File: config.mk
export PLATFORM = sky130hd
export DESIGN_NAME = relu_frame_sched
export DESIGN_NICKNAME = d
export VERILOG_FILES = /design/src/rtl/relu_frame_sched.sv
export SDC_FILE = /design/constraint.sdc
export NUM_CORES = 1
export LEC_CHECK = 0
export CAP_MARGIN = 20
export CELL_PAD_IN_SITES_DETAIL_PLACEMENT = 1
export CELL_PAD_IN_SITES_GLOBAL_PLACEMENT = 2
export CORE_MARGIN = 3
export CORE_UTILIZATION = 29
export CTS_CLUSTER_DIAMETER = 40
export CTS_CLUSTER_SIZE = 28
export DETAILED_ROUTE_END_ITERATION = 16
export GPL_ROUTABILITY_DRIVEN = 0
export GPL_TIMING_DRIVEN = 1
export PLACE_DENSITY_LB_ADDON = 0.1
export SLEW_MARGIN = 5
export SYNTH_ARGS = -nofsm -noshare
export SYNTH_HDL_FRONTEND = slang
export SYNTH_SLANG_ARGS = --single-unit
File: constraint.sdc
create_clock -name clk -period 2.2 [get_ports clk]
set_input_delay 0.22 -clock clk [delete_from_list [all_inputs] [get_ports clk]]
set_output_delay 0.22 -clock clk [all_outputs]
set_load 0.02 [all_outputs]
File: src/rtl/relu_frame_sched.sv
// relu_frame_sched: walks one R x C feature map through a single ReLU lane.
// Reads are issued row-major, each returned pixel is clipped at zero, and the
// result leaves on a valid/ready stream tagged with its address. A two-entry
// buffer (output register + skid register) absorbs downstream stalls.
module relu_frame_sched #(
    parameter int DATA_WIDTH = 32,
    parameter int R          = 3,
    parameter int C          = 3,
    parameter int AW         = (R * C > 1) ? $clog2(R * C) : 1,
    parameter int CW         = $clog2(R * C + 1)
) (
    input  logic                  clk,
    input  logic                  rst_n,
    input  logic                  start,
    output logic                  busy,
    output logic                  done,
    output logic                  rd_en,
    output logic [AW-1:0]         rd_addr,
    input  logic [DATA_WIDTH-1:0] rd_data,
    output logic                  out_valid,
    input  logic                  out_ready,
    output logic [DATA_WIDTH-1:0] out_data,
    output logic [AW-1:0]         out_addr,
    output logic [CW-1:0]         neg_count
);

    typedef enum logic [1:0] {
        S_IDLE,
        S_RUN,
        S_DRAIN,
        S_DONE
    } state_t;

    localparam logic [AW-1:0] LAST_ADDR = AW'(R * C - 1);

    state_t                  state;
    state_t                  state_nx;
    logic                    pend;
    logic [AW-1:0]           pend_addr;
    logic                    skid_valid;
    logic [DATA_WIDTH-1:0]   skid_data;
    logic [AW-1:0]           skid_addr;
    logic                    xfer;
    logic [1:0]              occ;
    logic                    is_neg;
    logic [DATA_WIDTH-1:0]   relu_val;
    logic                    frame_start;

    // ReLU of the pixel returning this cycle, occupancy and handshake
    always_comb begin
        is_neg      = rd_data[DATA_WIDTH-1];
        relu_val    = is_neg ? '0 : rd_data;
        xfer        = out_valid & out_ready;
        // An output entry leaving this cycle frees its slot for a new read,
        // which keeps one pixel per cycle with out_ready held high.
        occ         = 2'(pend) + 2'(skid_valid) + 2'(out_valid & ~out_ready);
        frame_start = (state == S_IDLE) && start;
    end

    // Next-state logic and control outputs
    always_comb begin
        state_nx = state;
        busy     = (state != S_IDLE);
        done     = (state == S_DONE);
        rd_en    = 1'b0;
        case (state)
            S_IDLE: begin
                if (start) state_nx = S_RUN;
            end
            S_RUN: begin
                rd_en = (occ < 2'd2);
                if (rd_en && (rd_addr == LAST_ADDR)) state_nx = S_DRAIN;
            end
            S_DRAIN: begin
                if (xfer && (out_addr == LAST_ADDR)) state_nx = S_DONE;
            end
            S_DONE: begin
                state_nx = S_IDLE;
            end
            default: state_nx = S_IDLE;
        endcase
    end

    // State register
    always_ff @(posedge clk) begin
        if (!rst_n) state <= S_IDLE;
        else        state <= state_nx;
    end

    // Read address counter; parks at the last address rather than wrapping
    always_ff @(posedge clk) begin
        if (!rst_n) begin
            rd_addr <= '0;
        end else if (frame_start) begin
            rd_addr <= '0;
        end else if (rd_en && (rd_addr != LAST_ADDR)) begin
            rd_addr <= rd_addr + AW'(1);
        end
    end

    // Track the read in flight and the address it belongs to
    always_ff @(posedge clk) begin
        if (!rst_n) begin
            pend      <= 1'b0;
            pend_addr <= '0;
        end else begin
            pend      <= rd_en;
            pend_addr <= rd_addr;
        end
    end

    // Count clipped pixels as their results are produced
    always_ff @(posedge clk) begin
        if (!rst_n) begin
            neg_count <= '0;
        end else if (frame_start) begin
            neg_count <= '0;
        end else if (pend && is_neg) begin
            neg_count <= neg_count + CW'(1);
        end
    end

    // Output register plus skid register, preserving address order
    always_ff @(posedge clk) begin
        if (!rst_n) begin
            out_valid  <= 1'b0;
            out_data   <= '0;
            out_addr   <= '0;
            skid_valid <= 1'b0;
            skid_data  <= '0;
            skid_addr  <= '0;
        end else if (!out_valid || xfer) begin
            if (skid_valid) begin
                out_valid <= 1'b1;
                out_data  <= skid_data;
                out_addr  <= skid_addr;
                if (pend) begin
                    skid_data <= relu_val;
                    skid_addr <= pend_addr;
                end else begin
                    skid_valid <= 1'b0;
                end
            end else begin
                out_valid <= pend;
                if (pend) begin
                    out_data <= relu_val;
                    out_addr <= pend_addr;
                end
            end
        end else if (pend) begin
            skid_valid <= 1'b1;
            skid_data  <= relu_val;
            skid_addr  <= pend_addr;
        end
    end

endmodule

==> flow_summary.json <==
{
  "numCtsBuffers": 9,
  "rr_endpoint": "out_data[6]",
  "whs_path_depth": 3,
  "io_pins": 84,
  "drc_errors": 0,
  "start_kind": "register",
  "yosys.area.top_type": "dfxtp_1",
  "hold_violations": 0,
  "post_layout_nonfiller_instances": 681,
  "p_per_area_nw_per_um2": 951,
  "slew_violations": 0,
  "postRouteAntennaNets": 0,
  "grt_usage_pct": 15.1,
  "critical_path_class": "reg -> out",
  "p_total_mw": 4.87,
  "slowest_delay_ns": 0.34,
  "routed_wirelength_um": 10500,
  "cts_sinks": 87,
  "rows": 41,
  "clk_pin_slew_ns": 0.06,
  "ys.flop_type": "dfxtp_1",
  "timing.rr.start": "skid_valid",
  "status": "completed",
  "setup_violations": 0,
  "syn_inst": 438,
  "r2r_slack_ns": 0.51,
  "fin_crit_sh_pct": 93.5,
  "ir_drop_mv": 0.558,
  "portBuffers": 82,
  "fin_skew_ns": 0.00617,
  "rr_worst_depth": 6,
  "synth_xor_area_share_pct": 1.16,
  "syn_avg_cell_area_um2": 8.60,
  "ys_ff_latch": 87,
  "finalCriticalPeriod_ns": 2.06,
  "grt_max_degree": 71,
  "fmax_mhz": 486,
  "synth_commonest_cells": "87 x dfxtp_1, 71 x a21oi_1, 46 x nor2_1",
  "crit_path_max_fanout": 3,
  "crit_chain": "nor2b_1 -> ha_1 -> a21oi_1 -> and2_1 -> dlygate4sd2_1",
  "synth-edff-count": 0,
  "die_w_um": 120,
  "cts_root_buf": "clkbuf_16",
  "worstHoldStart": "rd_data[31]",
  "hold_ws_ns": 0.331,
  "cp_data_arrival_time_ns": 1.84,
  "diodes": 0,
  "vias_per_cell": 4.91,
  "max_cap_viol_count": 0,
  "dp.final_hpwl_um": 6650,
  "async_flop_share_pct": 0,
  "leakage_nw": 1.69,
  "grt_pass1_vias": 3441,
  "muxShareOfSynthArea_pct": 1.33,
  "tritoncts": "done",
  "syn_to_final_growth_pct": 35.8,
  "syn_nets": 482,
  "dp.cells": 665,
  "core_area_um2": 12700,
  "start_util_pct": 29.7,
  "crit_buf_inv": 1,
  "yosys.area_share.simple_pct": 24.0,
  "synth-compound-area-share_pct": 19.1,
  "grt_pass1_wl_um": 17500,
  "rsz0062_at_grt": "no",
  "synth.distinct_cells": 38,
  "drt-pass1-iter-count": 4,
  "synth_area_leaders": "dfxtp_1 46%, a21oi_1 9.4%, a211oi_1 7.2%",
  "cts_setup_buffers": 0,
  "antenna_found_initial": 0,
  "h-tree-depth": 3,
  "vias": 3345,
  "synth_top_area_share_pct": 46.2,
  "ys_warn_count": 0,
  "routedWlPerCell_um": 15.5,
  "drive_gt1_share_pct": 7.47,
  "yosysMostFrequentCell": "dfxtp_1",
  "holdPathEnd": "neg_count[1]",
  "post-route-util_pct": 40.4,
  "chipHeight_um": 120,
  "synth_top_family_by_area": "simple AND/OR/NAND/NOR gates",
  "nNetsFinal": 548,
  "endpoint_kind": "output pin",
  "seq_area_frac_synth_pct": 46.2,
  "clockBufferDepth": 2,
  "die_area_um2": 14400,
  "clk_latency_ns": 0.34,
  "cpMaxStageDelayCell": "dfxtp_1",
  "critPathRequiredTime_ns": 1.98,
  "min_path_type": "in -> reg",
  "crit_family": "flip-flops",
  "synth_adder_area_share_pct": 2.66,
  "netlist_area_um2": 3770,
  "grt-ovfl-total": 0,
  "drt_iter0_drc": 92
}
[flip-flops by register name (all words and copies together) (netlist names)]
register    cells
out_data       31
rd_addr         4
skid_addr       4
skid_data      31
out_addr        4
out_valid       1
pend            1
skid_valid      1
neg_count       4
pend_addr       4
state           2
[stage by stage]
stage	setup WS [ns]	instance area (µm²)	setup TNS [ns]
floorplan	0.410	3770	0
global placement	0.00830	4790	0
detailed placement	-0.0685	4790	-0.0685
CTS	0.108	5120	0
global route	0.00239	5120	0
finish	0.142	5120	0
[where the power goes]
group / switching, mW / internal (mW) / total, mW / leakage (nW)
Clock: 0.620 / 1.06 / 1.68 / 0.160
Combinational: 0.715 / 0.615 / 1.33 / 0.820
Sequential: 0.109 / 1.75 / 1.86 / 0.706
Total: 1.44 / 3.42 / 4.87 / 1.69
[worst max-delay path by stage]
stage                     slack (ns)  cells past startpoint      start        to
after floorplan                 0.41                      7  out_valid  state[1]
after global placement         0.008                      6  out_ready     rd_en
after detailed placement       -0.07                      6  out_ready     rd_en
after CTS                       0.11                      5  out_valid     rd_en
after global routing           0.002                      5  out_valid     rd_en
final                           0.14                      5  out_valid     rd_en
[cell type report]
cell class / instances / area, µm²
Clock buffer: 13 / 260
Clock inverter: 3 / 65.1
Fill cell: 1496 / 7550
Inverter: 7 / 27.5
Multi-Input combinational cell: 304 / 1830
Sequential cell: 87 / 1740
Tap cell: 172 / 215
Timing Repair Buffer: 95 / 975
[cell usage in the layout (no fill, tap or decap), drive strengths merged, types with 13 or more instances in the layout]
cell type / instances
clkbuf: 13
nor3b: 31
dfxtp: 87
nand3b: 32
a21oi: 71
buf: 14
a211oi: 37
clkdlybuf4s50: 80
nor2: 47
nand2: 42
[cells by family (layout without fill, tap and decap cells)]
group,after synthesis,after routing
fa+ha+maj,8,8
mux,5,5
simple gates,167,167
xor+xnor,5,5
buf+inv,47,118
flops,87,87
other cells,1,1
compound gates,118,118
[what timing repair did]
item | CTS | global route
setup endpoints to repair | 1 | 0
hold buffers | 0 | 0
resized for setup | 1 | 0
endpoints found under the hold margin | 0 | 0
[worst register-to-register path, stage by stage, from the launching register on]
cell	delay, ns
dfxtp_2	0.42
buf_4	0.34
nor2_1	0.13
nor2_4	0.11
buf_12	0.29
nor2_1	0.08
a211oi_1	0.22
[routing by layer]
layer | share of wire (%) | vias to the layer above | wire, µm | global-route usage, %
met5 | 0 | - | 0 | 0
met4 | 2.2 | 0 | 228 | 7.16
met3 | 3.4 | 12 | 356 | 2.78
met2 | 46 | 55 | 4850 | 23.9
met1 | 48 | 1616 | 5110 | 19.7
li1 | - | 1662 | - | -
No activity file was read; power rests on OpenSTA's default activity.
